**config.mk**
```make
export PLATFORM = sky130hd
export DESIGN_NAME = axil_cordic
export DESIGN_NICKNAME = d
export VERILOG_FILES = /design/src/rtl/axil_cordic.sv
export SDC_FILE = /design/constraint.sdc
export NUM_CORES = 1
export LEC_CHECK = 0
export ABC_AREA = 1
export BUFFER_PORTS_ARGS = -buffer_cell sky130_fd_sc_hd__buf_2
export CAP_MARGIN = 15
export CORE_MARGIN = 2
export CORE_UTILIZATION = 60
export DETAILED_ROUTE_END_ITERATION = 12
export PLACE_DENSITY = 0.77
export SETUP_SLACK_MARGIN = 0.02
export SLEW_MARGIN = 20
export SYNTH_ARGS = -nofsm -noshare
export SYNTH_HDL_FRONTEND = slang
export SYNTH_SLANG_ARGS = --single-unit
export TNS_END_PERCENT = 50
```
**constraint.sdc**
```tcl
create_clock -name S_AXI_ACLK -period 7.4 [get_ports S_AXI_ACLK]
set_input_delay 0.37 -clock S_AXI_ACLK [delete_from_list [all_inputs] [get_ports S_AXI_ACLK]]
set_output_delay 0.37 -clock S_AXI_ACLK [all_outputs]
set_load 0.01 [all_outputs]
```
**src/rtl/axil_cordic.sv**
```systemverilog
// AXI4-Lite slave around an iterative degree-domain CORDIC producing Q1.15 cos/sin.
// Define CORDIC_IRQ_EN to add a registered completion interrupt output (irq).
module axil_cordic #(
  parameter int unsigned ADDR_WIDTH = 4,
  parameter int unsigned CLK_DIV    = 10
) (
  input  logic                  S_AXI_ACLK,
  input  logic                  S_AXI_ARESET,
  input  logic [ADDR_WIDTH-1:0] S_AXI_AWADDR,
  input  logic                  S_AXI_AWVALID,
  output logic                  S_AXI_AWREADY,
  input  logic [31:0]           S_AXI_WDATA,
  input  logic [3:0]            S_AXI_WSTRB,
  input  logic                  S_AXI_WVALID,
  output logic                  S_AXI_WREADY,
  output logic [1:0]            S_AXI_BRESP,
  output logic                  S_AXI_BVALID,
  input  logic                  S_AXI_BREADY,
  input  logic [ADDR_WIDTH-1:0] S_AXI_ARADDR,
  input  logic                  S_AXI_ARVALID,
  output logic                  S_AXI_ARREADY,
  output logic [31:0]           S_AXI_RDATA,
  output logic [1:0]            S_AXI_RRESP,
  output logic                  S_AXI_RVALID,
  input  logic                  S_AXI_RREADY
`ifdef CORDIC_IRQ_EN
  ,
  output logic                  irq
`endif
);

  localparam int unsigned XW    = 24;
  localparam int unsigned ZW    = 26;
  localparam int unsigned GUARD = 4;
  // Angles are fixed-point degrees with 16 fractional bits; x0 = K * 2^15 * 2^GUARD.
  localparam logic signed [XW-1:0] XInit  = 24'sd318377;
  localparam logic signed [XW-1:0] Rnd    = 24'sd8;
  localparam logic [31:0]          Deg90  = 32'd5898240;
  localparam logic [31:0]          Deg180 = 32'd11796480;
  localparam logic [31:0]          Deg270 = 32'd17694720;
  localparam logic [31:0]          Deg360 = 32'd23592960;

  typedef enum logic [2:0] {StIdle, StConvert, StReduce, StIterate, StDone} state_e;

  state_e                 state_q, state_d;
  logic [31:0]            angle_q, angle_d, ang_lat_q, ang_lat_d, mag_q, mag_d;
  logic                   neg_q, neg_d, quad_q, quad_d, err_q, err_d;
  logic signed [XW-1:0]   x_q, x_d, y_q, y_d;
  logic signed [ZW-1:0]   z_q, z_d;
  logic [4:0]             iter_q, iter_d;
  logic [15:0]            div_q, div_d, cos_q, cos_d, sin_q, sin_d;
  logic                   awready_q, awready_d, bvalid_q, bvalid_d;
  logic                   arready_q, arready_d, rvalid_q, rvalid_d;
  logic [31:0]            rdata_q, rdata_d;

  logic                   wr_en, rd_en, start, strobe, busy;
  logic [1:0]             waddr, raddr;
  logic [31:0]            status;
  logic [7:0]             exp8;
  logic signed [9:0]      sh;
  logic [9:0]             nsh;
  logic [31:0]            cvt_mag, red_rem, red_r;
  logic signed [ZW-1:0]   red_z, atan_v;
  logic signed [XW-1:0]   x_sh, y_sh;
  logic                   unused_ok;

  function automatic logic signed [ZW-1:0] atan_lut(input logic [3:0] i);
    case (i)
      4'd0:    return 26'sd2949120;
      4'd1:    return 26'sd1740967;
      4'd2:    return 26'sd919879;
      4'd3:    return 26'sd466945;
      4'd4:    return 26'sd234379;
      4'd5:    return 26'sd117304;
      4'd6:    return 26'sd58666;
      4'd7:    return 26'sd29335;
      4'd8:    return 26'sd14668;
      4'd9:    return 26'sd7334;
      4'd10:   return 26'sd3667;
      4'd11:   return 26'sd1833;
      4'd12:   return 26'sd917;
      4'd13:   return 26'sd458;
      4'd14:   return 26'sd229;
      default: return 26'sd115;
    endcase
  endfunction

  // Drop guard bits with rounding, undo the quadrant fold, clamp symmetric.
  function automatic logic [15:0] finish16(input logic signed [XW-1:0] v, input logic neg);
    logic signed [XW-1:0] t;
    t = (v + Rnd) >>> GUARD;
    if (neg) t = -t;
    if (t > 24'sd32767) t = 24'sd32767;
    else if (t < -24'sd32767) t = -24'sd32767;
    return 16'(t);
  endfunction

  assign waddr  = S_AXI_AWADDR[3:2];
  assign raddr  = S_AXI_ARADDR[3:2];
  assign wr_en  = awready_q && S_AXI_AWVALID && S_AXI_WVALID;
  assign rd_en  = arready_q && S_AXI_ARVALID;
  assign busy   = (state_q == StConvert) || (state_q == StReduce) || (state_q == StIterate);
  assign start  = wr_en && (waddr == 2'd0) && S_AXI_WSTRB[0] && S_AXI_WDATA[0] && !busy;
  assign strobe = (div_q == 16'(CLK_DIV - 1));
  assign status = {14'd0, err_q, state_q == StDone, 15'd0, busy};

  // float32 -> unsigned magnitude in 1/65536 degree units
  assign exp8 = ang_lat_q[30:23];
  assign sh   = $signed({2'b00, exp8}) - 10'sd134;
  assign nsh  = 10'(-sh);
  always_comb begin
    cvt_mag = '0;
    if (exp8 == 8'd0)        cvt_mag = '0;
    else if (sh >= 10'sd0)   cvt_mag = {8'd0, 1'b1, ang_lat_q[22:0]} << sh[2:0];
    else if (sh >= -10'sd31) cvt_mag = {8'd0, 1'b1, ang_lat_q[22:0]} >> nsh[4:0];
  end

  assign red_rem = mag_q % Deg360;
  assign red_r   = (neg_q && (red_rem != 32'd0)) ? (Deg360 - red_rem) : red_rem;
  always_comb begin
    if (red_r <= Deg90)      red_z = $signed(ZW'(red_r));
    else if (red_r < Deg270) red_z = $signed(ZW'(red_r)) - $signed(ZW'(Deg180));
    else                     red_z = $signed(ZW'(red_r)) - $signed(ZW'(Deg360));
  end

  assign atan_v = atan_lut(iter_q[3:0]);
  assign x_sh   = x_q >>> iter_q[3:0];
  assign y_sh   = y_q >>> iter_q[3:0];

  always_comb begin
    awready_d = S_AXI_AWVALID && S_AXI_WVALID && !bvalid_q && !awready_q;
    arready_d = S_AXI_ARVALID && !rvalid_q && !arready_q;
    bvalid_d  = wr_en ? 1'b1 : (bvalid_q && !S_AXI_BREADY);
    rvalid_d  = rd_en ? 1'b1 : (rvalid_q && !S_AXI_RREADY);
    rdata_d   = rdata_q;
    angle_d   = angle_q;
    if (rd_en) begin
      case (raddr)
        2'd0:    rdata_d = status;
        2'd1:    rdata_d = angle_q;
        2'd2:    rdata_d = {{16{cos_q[15]}}, cos_q};
        default: rdata_d = {{16{sin_q[15]}}, sin_q};
      endcase
    end
    if (wr_en && (waddr == 2'd1)) begin
      for (int b = 0; b < 4; b++) begin
        if (S_AXI_WSTRB[b]) angle_d[8*b +: 8] = S_AXI_WDATA[8*b +: 8];
      end
    end
  end

  always_comb begin
    state_d   = state_q;
    ang_lat_d = ang_lat_q;
    mag_d     = mag_q;
    neg_d     = neg_q;
    quad_d    = quad_q;
    err_d     = err_q;
    x_d       = x_q;
    y_d       = y_q;
    z_d       = z_q;
    iter_d    = iter_q;
    cos_d     = cos_q;
    sin_d     = sin_q;
    div_d     = strobe ? 16'd0 : div_q + 16'd1;
    if (start) begin
      state_d   = StConvert;
      err_d     = 1'b0;
      ang_lat_d = angle_q;
      div_d     = 16'd0;
    end else begin
      case (state_q)
        StConvert: begin
          if (exp8 >= 8'd142) begin
            err_d   = 1'b1;
            cos_d   = '0;
            sin_d   = '0;
            state_d = StDone;
          end else begin
            mag_d   = cvt_mag;
            neg_d   = ang_lat_q[31];
            state_d = StReduce;
          end
        end
        StReduce: begin
          z_d     = red_z;
          quad_d  = (red_r > Deg90) && (red_r < Deg270);
          x_d     = XInit;
          y_d     = '0;
          iter_d  = '0;
          state_d = StIterate;
        end
        StIterate: begin
          if (iter_q == 5'd16) begin
            cos_d   = finish16(x_q, quad_q);
            sin_d   = finish16(y_q, quad_q);
            state_d = StDone;
          end else if (strobe) begin
            if (!z_q[ZW-1]) begin
              x_d = x_q - y_sh;
              y_d = y_q + x_sh;
              z_d = z_q - atan_v;
            end else begin
              x_d = x_q + y_sh;
              y_d = y_q - x_sh;
              z_d = z_q + atan_v;
            end
            iter_d = iter_q + 5'd1;
          end
        end
        StIdle, StDone: ;
        default: state_d = StIdle;
      endcase
    end
  end

  always_ff @(posedge S_AXI_ACLK) begin
    if (S_AXI_ARESET) begin
      state_q   <= StIdle;
      angle_q   <= '0;
      ang_lat_q <= '0;
      mag_q     <= '0;
      neg_q     <= 1'b0;
      quad_q    <= 1'b0;
      err_q     <= 1'b0;
      x_q       <= '0;
      y_q       <= '0;
      z_q       <= '0;
      iter_q    <= '0;
      div_q     <= '0;
      cos_q     <= '0;
      sin_q     <= '0;
      awready_q <= 1'b0;
      bvalid_q  <= 1'b0;
      arready_q <= 1'b0;
      rvalid_q  <= 1'b0;
      rdata_q   <= '0;
    end else begin
      state_q   <= state_d;
      angle_q   <= angle_d;
      ang_lat_q <= ang_lat_d;
      mag_q     <= mag_d;
      neg_q     <= neg_d;
      quad_q    <= quad_d;
      err_q     <= err_d;
      x_q       <= x_d;
      y_q       <= y_d;
      z_q       <= z_d;
      iter_q    <= iter_d;
      div_q     <= div_d;
      cos_q     <= cos_d;
      sin_q     <= sin_d;
      awready_q <= awready_d;
      bvalid_q  <= bvalid_d;
      arready_q <= arready_d;
      rvalid_q  <= rvalid_d;
      rdata_q   <= rdata_d;
    end
  end

`ifdef CORDIC_IRQ_EN
  logic irq_q, irq_d;
  always_comb begin
    irq_d = irq_q;
    if (start || (rd_en && (raddr == 2'd0))) irq_d = 1'b0;
    if ((state_q != StDone) && (state_d == StDone)) irq_d = 1'b1;
  end
  always_ff @(posedge S_AXI_ACLK) begin
    if (S_AXI_ARESET) irq_q <= 1'b0;
    else              irq_q <= irq_d;
  end
  assign irq = irq_q;
`endif

  assign S_AXI_AWREADY = awready_q;
  assign S_AXI_WREADY  = awready_q;
  assign S_AXI_BRESP   = 2'b00;
  assign S_AXI_BVALID  = bvalid_q;
  assign S_AXI_ARREADY = arready_q;
  assign S_AXI_RDATA   = rdata_q;
  assign S_AXI_RRESP   = 2'b00;
  assign S_AXI_RVALID  = rvalid_q;
  assign unused_ok     = ^{S_AXI_AWADDR, S_AXI_ARADDR};

endmodule

```
[Word level (Yosys, flattened, before mapping)]
Memory sizes are Yosys's and may differ from the RTL's. A register that Yosys moved wholly into a read port is not among the register bits.
Index checks and enable logic that the tools add are counted.
Cells by class
  reduce and logical (&&, ||, !) cells: 47
  shift operators: 4
  bitwise logic cells: 3
  div/mod/pow operators: 1
  multiplexer cells: 47
  eq/ne operators: 15
  magnitude comparators: 10
  add/subtract/negate cells: 17
Operators by type and width (number)
  $mux 24: 14
  $mux 26: 5
  $mux 32: 4
  $mux 16: 7
  $pmux 24 s2: 2
  $pmux 32 s3: 1
  $pmux 16 s2: 2
  $pmux 26 s2: 1
  $add 24x24->24: 2
  $add 24x5->24 const B: 2
  $gt 24x16->1 const B: 2
  $lt 24x16->1 const B: 2
  $neg 20->24: 2
  $sshr 24x4->24: 2
  $sub 24x24->24: 2
  $gt 32x23->1 const B: 1
  $le 32x23->1 const B: 1
  $lt 32x25->1 const B: 1
  $mod 32x25->32 const B: 1
  $reduce_bool 32->1: 1
  $shl 24x3->32: 1
  $shr 24x5->32: 1
  $sub 25x32->32 const A: 1
  $add 26x26->26: 1
  39 further kinds: 85
Storage, ports and cells
  input bits: 51
  bits in read-only memories: 352
  flip-flop bits (word level): 265
  output and inout port bits: 41
  memories: 1
  word-level logic and storage cells: 168
Memory list
  (name not given): depth 16, width 22, read ports 1, clocked after Yosys merged registers in 1, write ports 0, line 68  | case (i)

[Logic depth before layout (Yosys ltp)]
Gate-level depths: netlist of run 1.
  word-level depth: 12
  mapped depth: 62
  depth with buffers taken out: 62

[Worst setup path before layout of run 1]
OpenSTA, ideal clock, no wires.
  path kind: register to register
  start: register iter_q[0]
  end: register y_q[22]
  data arrival time: 5.854 ns
  stages on the path, launching flop included: 42
  data required time: 7.268 ns
  clock period less this slack: 5.986 ns
  setup time: 0.132 ns
  slack: 1.414 ns
  cell sequence: dfxtp_1 -> clkbuf_1 -> clkbuf_1 -> clkbuf_1 -> clkbuf_1 -> nand2_1 -> o21ai_0 -> mux2i_1 -> nand2_1 -> o211ai_1 -> ha_1 -> o21ai_0 -> inv_1 -> fa_1 -> o31ai_1 -> nand2_1 -> nand2_1 -> a21oi_1 -> (+6 left out) -> or2_2 -> nand2_1 -> a21oi_1 -> nor2_1 -> nor2_1 -> o21ai_0 -> inv_1 -> nor2_1 -> nor2_1 -> o21ai_0 -> nand3_1 -> nand2_1 -> nand2_1 -> nand2_1 -> a21oi_1 -> or2_2 -> nand3_1 -> a21oi_1
On the way
  longest elaborated chain between the ends: 6
  elaborated cells on any way between the ends: 10
  classes of those cells: add/sub: 2; eq/ne: 2; shift: 1; mux: 4; reduce/logical: 1
Ends and longest elaborated chain
  start, declared: line 50  | logic [4:0] iter_q, iter_d;
  start signal, assigned: line 249  | iter_q <= iter_d;
  $sshr 24x4->24: line 127  | assign x_sh = x_q >>> iter_q[3:0];
  $add 24x24->24 / $sub 24x24->24 (equally long branches): line 201, 205
  $mux 24: line 199  | if (!z_q[ZW-1]) begin
  $mux 24: line 198  | end else if (strobe) begin
  $mux 24: line 194  | if (iter_q == 5'd16) begin
  $pmux 24 s2: line 172  | case (state_q)
  end signal, assigned: line 247  | y_q <= y_d;
  end, declared: line 48  | logic signed [XW-1:0] x_q, x_d, y_q, y_d;
Parallel ways exist; a longest one is shown, timed or not. The select of a mux whose other input is x is not followed.
A chain may end at the register's enable or synchronous reset.

[Final worst setup path of run 1]
Ends and elaborated chain as after synthesis.

==> impl_metrics.json, run 1 <==
{
  "synthCells": 3804,
  "relSlewSlack_pct": 25.81,
  "synth-edff-count": 0,
  "r2r_setup_slack_ps": 790,
  "synth_top_flop_cell": "dfxtp_1",
  "routedWlPerCell_um": 15.68,
  "hold_ws_ps": 50.35,
  "required_ps": 7880,
  "synth_top_area_share_pct": 24.45,
  "cp-endpoint": "y_q[22]",
  "dp_hpwl_um": 51340,
  "synthTopCellsByArea": "dfxtp_1 24%, nand2_1 15%, o21ai_0 9.1%",
  "critPathArrivalTime_ps": 7090,
  "rsz0062_at_grt": "no",
  "cp_common_cell": "nand2_1",
  "cts_tree": "yes",
  "tightest_slew_ps": 1099,
  "drv_slew": 0,
  "gp_congestion": 0.9666,
  "cp_top_family": "simple AND/OR/NAND/NOR gates",
  "synth_common_cells": "931 x nand2_1, 426 x o21ai_0, 408 x inv_1",
  "drt_first_pass_iters": 6,
  "reg2reg_to": "y_q[22]",
  "initial_utilization_pct": 60.74,
  "fmax_ghz": 0.1512,
  "critPathLaunch": "iter_q[0]",
  "r2r_cells": 39,
  "reg2reg_from": "iter_q[0]",
  "busiest_layer": "met2",
  "async_flop_share_pct": 0,
  "cp_max_fo": 50,
  "fp-row-count": 72,
  "critPathKind": "flip-flop to flip-flop",
  "place_inst": 4266,
  "hold_viol_final": 0,
  "grt_pass1_vias": 23490,
  "vias_per_cell": 5.723,
  "p_leak_nw": 11.54,
  "grt_max_degree": 100,
  "yosys.area.top_type": "dfxtp_1",
  "wl_um": 67870,
  "fill_cells": 3752,
  "drc_errors": 0,
  "first_iter_violations": 1897,
  "antenna_cells": 0,
  "vias": 24770,
  "track_usage_pct": 32.60,
  "die_x_um": 201.6,
  "drive_gt1_share_pct": 7.769,
  "status": "finished, final reports clean",
  "ant_nets": 0,
  "grtUsageMet3_pct": 2.932,
  "clkLatencyLatePin_ps": 600,
  "clock_skew_ps": 17.47,
  "cts_buffer_depth": 3,
  "syn_area_sq_um": 23420,
  "use_met1_pct": 39.63,
  "critPathBufInv": 4,
  "die_area_sq_um": 40630,
  "worst_path_max_delay_cell": "dfxtp_4",
  "avgSynthCellArea_sq_um": 6.157,
  "numCtsBuffers": 31,
  "grt_pass1_wl_um": 111800,
  "ys_seq_area_share_pct": 24.45,
  "max-cap-violations": 0,
  "fin_util_pct": 65.21,
  "hold_class": "primary input to flip-flop",
  "cts_sinks": 286,
  "setup_viol": 0,
  "max_stage_delay_ps": 520,
  "ys_ff_latch": 286,
  "finalPower_w": 0.003294,
  "core_sq_um": 38560,
  "path_clk_slew_ps": 60,
  "finalCriticalPeriod_ps": 6612,
  "cts_max_level": 1,
  "io_buffers": 83,
  "ioPinCount": 92,
  "yosysMostFrequentCell": "nand2_1",
  "start_kind": "flip-flop",
  "overflow": 0,
  "area_growth_pct": 7.362,
  "chipHeight_um": 201.6,
  "cts_root_buffer": "clkbuf_16",
  "peakVddDrop_mv": 0.1688,
  "post-route-period-util_pct": 89.36,
  "grt.met2_usage_pct": 59.42,
  "worstSetupPathDepth": 39,
  "nNetsFinal": 3939,
  "antenna_found_initial": 0,
  "ys_types": 60,
  "tns_ps": 0,
  "p_per_area_nw_per_um2": 131.0,
  "cp-end-kind": "flip-flop",
  "ys_warn_count": 0,
  "layoutNonFillerInstCount": 4328
}
==> cell usage in the layout (no fill, tap or decap), drive strengths merged, types with 8 or more instances in the layout <==
master,count
a211oi,10
a21oi,314
a22oi,8
a31oi,45
a41oi,15
buf,117
clkbuf,41
clkinv,11
dfxtp,286
ha,96
inv,432
mux2i,12
nand2,976
nand3,204
nand3b,11
nand4,29
nor2,357
nor3,64
nor4,17
o211ai,33
o21ai,431
o221ai,9
o31ai,12
or2,23
xnor2,57
xor2,129
==> how the worst min path moves through the flow <==
stage / slack (ps) / from / cells after the start / to
floorplan: 420 / div_q[15] / 1 / div_q[15]
global placement: 420 / S_AXI_RVALID / 1 / S_AXI_ARREADY
detailed placement: 430 / S_AXI_BVALID / 1 / S_AXI_AWREADY
CTS: 30 / S_AXI_WDATA[11] / 3 / angle_q[11]
global route: 60 / S_AXI_WDATA[20] / 3 / angle_q[20]
finish: 50 / S_AXI_WDATA[19] / 3 / angle_q[19]
==> registers in the layout, summed over array words and instances, names as in the netlist, 3 cells and up <==
register / count
div_q: 16
ang_lat_q: 32
y_q: 24
state_q: 3
x_q: 24
angle_q: 32
z_q: 26
iter_q: 5
atan_v: 22
cos_q: 16
mag_q: 31
S_AXI_RDATA: 32
sin_q: 16
==> logic make-up (layout without fill, tap and decap cells) <==
logic type	count (synthesis)	after routing	synth area share [%]
AND/OR/NAND/NOR	1694	1694	31.25
AO/OA/AOI/OAI	919	919	21.58
buffers and inverters	607	610	9.851
flip-flops	286	286	24.45
XOR/XNOR	186	186	6.956
adder cells (fa/ha/maj)	99	99	5.385
multiplexers	12	12	0.5129
other	1	4	0.01601
==> where the power goes <==
| group | internal, W | total, W | switching, W | leakage [nW] |
|---|---|---|---|---|
| registers | 0.00155 | 0.00156 | 0.00000830 | 2.31 |
| logic | 0.0000598 | 0.000180 | 0.000120 | 8.74 |
| clock network | 0.000873 | 0.00156 | 0.000683 | 0.487 |
| total | 0.00248 | 0.00329 | 0.000811 | 11.5 |
==> layer usage <==
layer	vias up	share of wire, %	wire length (um)
met5	-	0	0
met4	0	3.8	2602
li1	12500	-	-
met1	11360	43	28850
met2	752	49	33230
met3	159	4.7	3192
==> worst register-to-register path, delay by kind of cell, from the launching register on <==
kind | cells | cell delay [ps]
adder cells (fa/ha/maj) | 2 | 690
buffers and inverters | 4 | 550
AND/OR/NAND/NOR | 21 | 2680
flip-flops | 1 | 520
AO/OA/AOI/OAI | 12 | 2070
==> per-stage QoR <==
step	cell area (sq um)	setup slack [ps]
floorplan	23430	1414
global placement	24060	880.9
CTS	25110	566.9
global route	25140	37.59
finish	25140	787.5
detailed placement	24070	658.5
==> area by class of cell <==
cell class              count  area [sq um]  area share, %
clock buffers              41         843.3          3.354
clock inverters            13         143.9         0.5723
inverters                 434          1633          6.494
multi-input cells        2914         15420          61.31
flip-flops and latches    286          5729          22.79
well taps                 518         648.1          2.578
repair buffers            122         730.7          2.906
==> timing repair <==
| item | 4_1_cts | 5_1_grt |
|---|---|---|
| setup buffers | 0 | 3 |
| hold endpoints to repair | 4 | 0 |
| hold buffers | 5 | 0 |
| resized for setup | 0 | 4 |
| setup endpoints to repair | 0 | 2 |
(Power assumes the default switching activity.)
==> inputs of run 2 (changes only) <==
--- a/config.mk
+++ b/config.mk
@@ -10,6 +10,7 @@
 export CAP_MARGIN = 15
 export CORE_MARGIN = 2
 export CORE_UTILIZATION = 60
+export CTS_BUF_LIST = sky130_fd_sc_hd__clkbuf_8 sky130_fd_sc_hd__clkbuf_16
 export DETAILED_ROUTE_END_ITERATION = 12
 export PLACE_DENSITY = 0.77
 export SETUP_SLACK_MARGIN = 0.02
==> run 2 against run 1 <==
Net effect: wire length is essentially flat; worst setup slack gained 3.2 ps; hold slack about the same; core utilization unchanged; critical path depth unchanged; sequential cell count stayed put; first-iteration DRC count is 0.26% higher; sequential power hardly changed; maximum frequency about the same; largest cell class unchanged.
==> impl_metrics.json, run 2 (synthesis results as in run 1) <==
{
  "nNetsFinal": 3939,
  "chipHeight_um": 201.6,
  "rsz0062_at_grt": "no",
  "critPathBufInv": 4,
  "mostFrequentLayoutCell": "nand2_1",
  "antenna_found_initial": 0,
  "tns_ps": 0,
  "overflow": 0,
  "r2r_cells": 39,
  "worst_path_max_delay_cell": "dfxtp_4",
  "regArea_sq_um": 5729,
  "drt_first_pass_iters": 5,
  "critPathArrivalTime_ps": 7090,
  "p_leak_nw": 11.57,
  "p_per_area_nw_per_um2": 130.7,
  "ant_nets": 0,
  "vias": 24770,
  "fill_cells": 3752,
  "fin_area_sq_um": 25140,
  "layout_common_cells": "930 x nand2_1, 425 x o21ai_0, 411 x inv_1",
  "pre_cts_slack_ps": 658.5,
  "fin_util_pct": 65.21,
  "initial_utilization_pct": 60.74,
  "gp_congestion": 0.9666,
  "setup_viol": 0,
  "path_clk_slew_ps": 60,
  "drv_slew": 0,
  "cts_tree": "yes",
  "hold_ws_ps": 50.36,
  "antenna_cells": 0,
  "grt_max_degree": 100,
  "max-cap-violations": 0,
  "die_x_um": 201.6,
  "cp_max_fo": 50,
  "cts_max_level": 1,
  "cp-end-kind": "flip-flop",
  "grt_pass1_vias": 23490,
  "critPathKind": "flip-flop to flip-flop",
  "place_area_sq_um": 24070,
  "numCtsBuffers": 31,
  "relSlewSlack_pct": 25.66,
  "drc_errors": 0,
  "core_sq_um": 38560,
  "whs_path_depth": 3,
  "cp_common_cell": "nand2_1",
  "die_area_sq_um": 40630,
  "hold_viol_final": 0,
  "ioPinCount": 92,
  "cts_root_buffer": "clkbuf_16",
  "peakVddDrop_mv": 0.1691,
  "multi_input_area_sq_um": 15420,
  "max_stage_delay_ps": 520,
  "io_buffers": 83,
  "required_ps": 7880,
  "worstSetupPathDepth": 39,
  "tightest_slew_ps": 1101,
  "drive_gt1_share_pct": 7.769,
  "cts_buffer_depth": 3,
  "post-route-period-util_pct": 89.32,
  "track_usage_pct": 32.60,
  "dp_hpwl_um": 51340,
  "fmax_ghz": 0.1513,
  "status": "finished, final reports clean",
  "fp-row-count": 72,
  "grt_pass1_wl_um": 111800,
  "area_growth_pct": 7.362,
  "wl_um": 67850,
  "hold_class": "primary input to flip-flop",
  "routedWlPerCell_um": 15.68,
  "first_iter_violations": 1902,
  "vias_per_cell": 5.723,
  "setup_ws_ps": 790.7,
  "start_kind": "flip-flop",
  "clkLatencyLatePin_ps": 600,
  "cp_top_family": "simple AND/OR/NAND/NOR gates",
  "clock_skew_ps": 16.32,
  "finalCriticalPeriod_ps": 6609,
  "cts_sinks": 286
}
[run 2: changes by cell type in the layout (fill, tap and decap cells not counted), sizes merged]
cell    change
inv         +7
clkbuf      -7
[run 2: per-layer routing]
layer,track usage (%),wire [um],up-vias
li1,-,-,12500
met1,39.63,28700,11370
met2,59.42,33250,744
met3,2.932,3305,160
met4,12.39,2594,0
met5,0,0,-
[run 2: report_power, final]
| part | switching (W) | internal [W] | total [W] | leakage, nW |
|---|---|---|---|---|
| registers | 0.00000830 | 0.00155 | 0.00156 | 2.31 |
| clock network | 0.000684 | 0.000863 | 0.00155 | 0.516 |
| logic | 0.000120 | 0.0000598 | 0.000180 | 8.74 |
| total | 0.000812 | 0.00247 | 0.00329 | 11.6 |
[run 2: path summary, 6_finish.rpt]
check	slack (ps)	end	from
setup / recovery	790	y_q[22]	iter_q[0]
setup reg to reg	790	y_q[22]	iter_q[0]
hold reg to reg	450	S_AXI_AWREADY	S_AXI_BVALID
hold / removal	50	angle_q[19]	S_AXI_WDATA[19]
[run 2: tightest hold or removal path: stages]
cell and delay, ps:
buf_2 70, o21ai_0 70, a21oi_1 110
[run 2: cell type report]
cell class                      count  area share [%]
Tap cell                          518           2.578
Sequential cell                   286           22.79
Timing Repair Buffer              122           2.906
Multi-Input combinational cell   2914           61.31
Clock buffer                       34           3.249
Clock inverter                     20          0.6768
Inverter                          434           6.494
[run 2: timing repair]
action                                  4_1_cts  5_1_grt
hold endpoints to repair                      4        0
gates resized for setup                       0        4
setup buffers                                 0        3
endpoints found under the setup margin        0        2
hold buffers                                  5        0
[run 2: through the flow]
step	total power, W	instances
floorplan	0.001715	3807
global placement	0.001763	4266
detailed placement	0.001768	4266
CTS	0.003306	4325
global route	0.003384	4328
finish	0.003285	4328
==> inputs of run 3 (changes only) <==
--- a/config.mk
+++ b/config.mk
@@ -13,6 +13,7 @@
 export CTS_BUF_LIST = sky130_fd_sc_hd__clkbuf_8 sky130_fd_sc_hd__clkbuf_16
 export DETAILED_ROUTE_END_ITERATION = 12
 export PLACE_DENSITY = 0.77
+export REMOVE_ABC_BUFFERS = 1
 export SETUP_SLACK_MARGIN = 0.02
 export SLEW_MARGIN = 20
 export SYNTH_ARGS = -nofsm -noshare
==> run 3 against run 2 <==
Net effect: sequential share of layout area fell by 0.12 points; hold slack got worse by 0.80 ps; worst setup slack improved by 56 ps; sequential power barely moved; combinational power barely moved; highest routed layer unchanged.
==> impl_metrics.json, run 3 (synthesis results as in run 1) <==
{
  "ant_nets": 0,
  "finalCriticalPeriod_ps": 6553,
  "required_ps": 7820,
  "vias": 24850,
  "cts_max_level": 2,
  "critPathKind": "flip-flop to flip-flop",
  "wl_um": 67590,
  "fmax_ghz": 0.1526,
  "drive_gt1_share_pct": 7.973,
  "antenna_cells": 0,
  "setup_viol": 0,
  "max-cap-violations": 0,
  "overflow": 0,
  "whs_path_depth": 3,
  "critPathArrivalTime_ps": 6970,
  "fin_area_sq_um": 25260,
  "path_clk_slew_ps": 60,
  "die_x_um": 201.6,
  "drc_errors": 0,
  "hold_viol_final": 0,
  "rsz0062_at_grt": "no",
  "place_inst": 4270,
  "core_sq_um": 38560,
  "worst_path_max_delay_cell": "dfxtp_2",
  "r2r_cells": 40,
  "hold_class": "primary input to flip-flop",
  "cp_max_fo": 65,
  "dp_hpwl_um": 50710,
  "routedWlPerCell_um": 15.61,
  "gp_congestion": 1.019,
  "grt_pass1_wl_um": 112500,
  "drv_slew": 0,
  "nNetsFinal": 3938,
  "grt_max_degree": 98,
  "cts_buffer_depth": 3,
  "start_kind": "flip-flop",
  "p_per_area_nw_per_um2": 137.8,
  "hold_ws_ps": 49.56,
  "chipHeight_um": 201.6,
  "setup_ws_ps": 846.9,
  "mostFrequentLayoutCell": "nand2_1",
  "postCtsSetupBuffers": 0,
  "fp-row-count": 72,
  "status": "finished, final reports clean",
  "layoutNonFillerInstCount": 4331,
  "layout_common_cells": "930 x nand2_1, 425 x o21ai_0, 411 x inv_1",
  "track_usage_pct": 32.96,
  "fill_cells": 3652,
  "numCtsBuffers": 34,
  "tightest_slew_ps": 1198,
  "relSlewSlack_pct": 19.14,
  "cts_sinks": 286,
  "pre_cts_slack_ps": 803.3,
  "tns_ps": 0,
  "post-route-period-util_pct": 88.56,
  "cp-end-kind": "flip-flop",
  "area_growth_pct": 7.870,
  "cts_tree": "yes",
  "die_area_sq_um": 40630,
  "max_stage_delay_ps": 480,
  "cts_hold_buf": 0,
  "clock_skew_ps": 23.14,
  "initial_utilization_pct": 60.74,
  "place_area_sq_um": 24090,
  "drt_first_pass_iters": 6,
  "first_iter_violations": 2144,
  "grt_pass1_vias": 23480,
  "vias_per_cell": 5.737,
  "p_leak_nw": 11.64,
  "cp_common_cell": "nand2_1",
  "io_buffers": 83,
  "cts_root_buffer": "clkbuf_16",
  "antenna_found_initial": 0,
  "peakVddDrop_mv": 0.1750,
  "clkLatencyLatePin_ps": 560,
  "ioPinCount": 92
}
## run 3: cell types whose count changed in the layout (fill, tap and decap cells not counted), moves of 2 or more
cell,before,now
dlygate4sd3_1,5,0
clkbuf_8,3,7
clkbuf_16,31,34
clkinv_2,6,3
clkinv_4,0,2
## run 3: what timing repair did
item,4_1_cts,5_1_grt
gates resized for setup,0,4
setup endpoints to repair,0,2
hold endpoints to repair,0,0
## run 3: final cells by class
class | instances | area [sq um] | share of cell area [%]
Clock inverter | 20 | 210.2 | 0.8321
Tap cell | 518 | 648.1 | 2.565
Clock buffer | 41 | 947.2 | 3.749
Multi-Input combinational cell | 2914 | 15410 | 60.99
Inverter | 434 | 1629 | 6.448
Timing Repair Buffer | 118 | 693.2 | 2.744
Sequential cell | 286 | 5727 | 22.67
## run 3: path summary, 6_finish.rpt
| path | from | end | slack, ps |
|---|---|---|---|
| worst max-delay path | iter_q[0] | y_q[22] | 850 |
| worst min-delay path | S_AXI_AWVALID | S_AXI_AWREADY | 50 |
| worst max register to register | iter_q[0] | y_q[22] | 850 |
| worst min register to register | S_AXI_RVALID | S_AXI_ARREADY | 450 |
## run 3: critical path: cells and delay by family, from the launching register on
family | cells | cell delay [ps]
simple gates | 20 | 2170
fa+ha+maj | 2 | 760
flops | 1 | 480
compound gates | 14 | 2480
buf+inv | 4 | 500
## run 3: per-stage QoR
step	utilization, %	power, W
4_1_cts	65.49	0.003506
5_1_grt	65.52	0.003590
3_3_place_gp	62.49	0.001763
6_report	65.52	0.003481
3_5_place_dp	62.49	0.001767
2_1_floorplan	-	0.001700
## run 3: power by group
part	total (W)	internal (W)	switching [W]
Sequential	0.00156	0.00155	0.00000769
Combinational	0.000178	0.0000581	0.000120
Clock	0.00174	0.00103	0.000718
## run 3: layer usage
metal	global-route usage [%]	vias to the layer above	part of all wire (%)
met5	0	-	0
met3	3.612	192	4.7
met4	15.13	0	4.5
met1	39.81	11430	42
li1	-	12510	-
met2	58.67	713	49
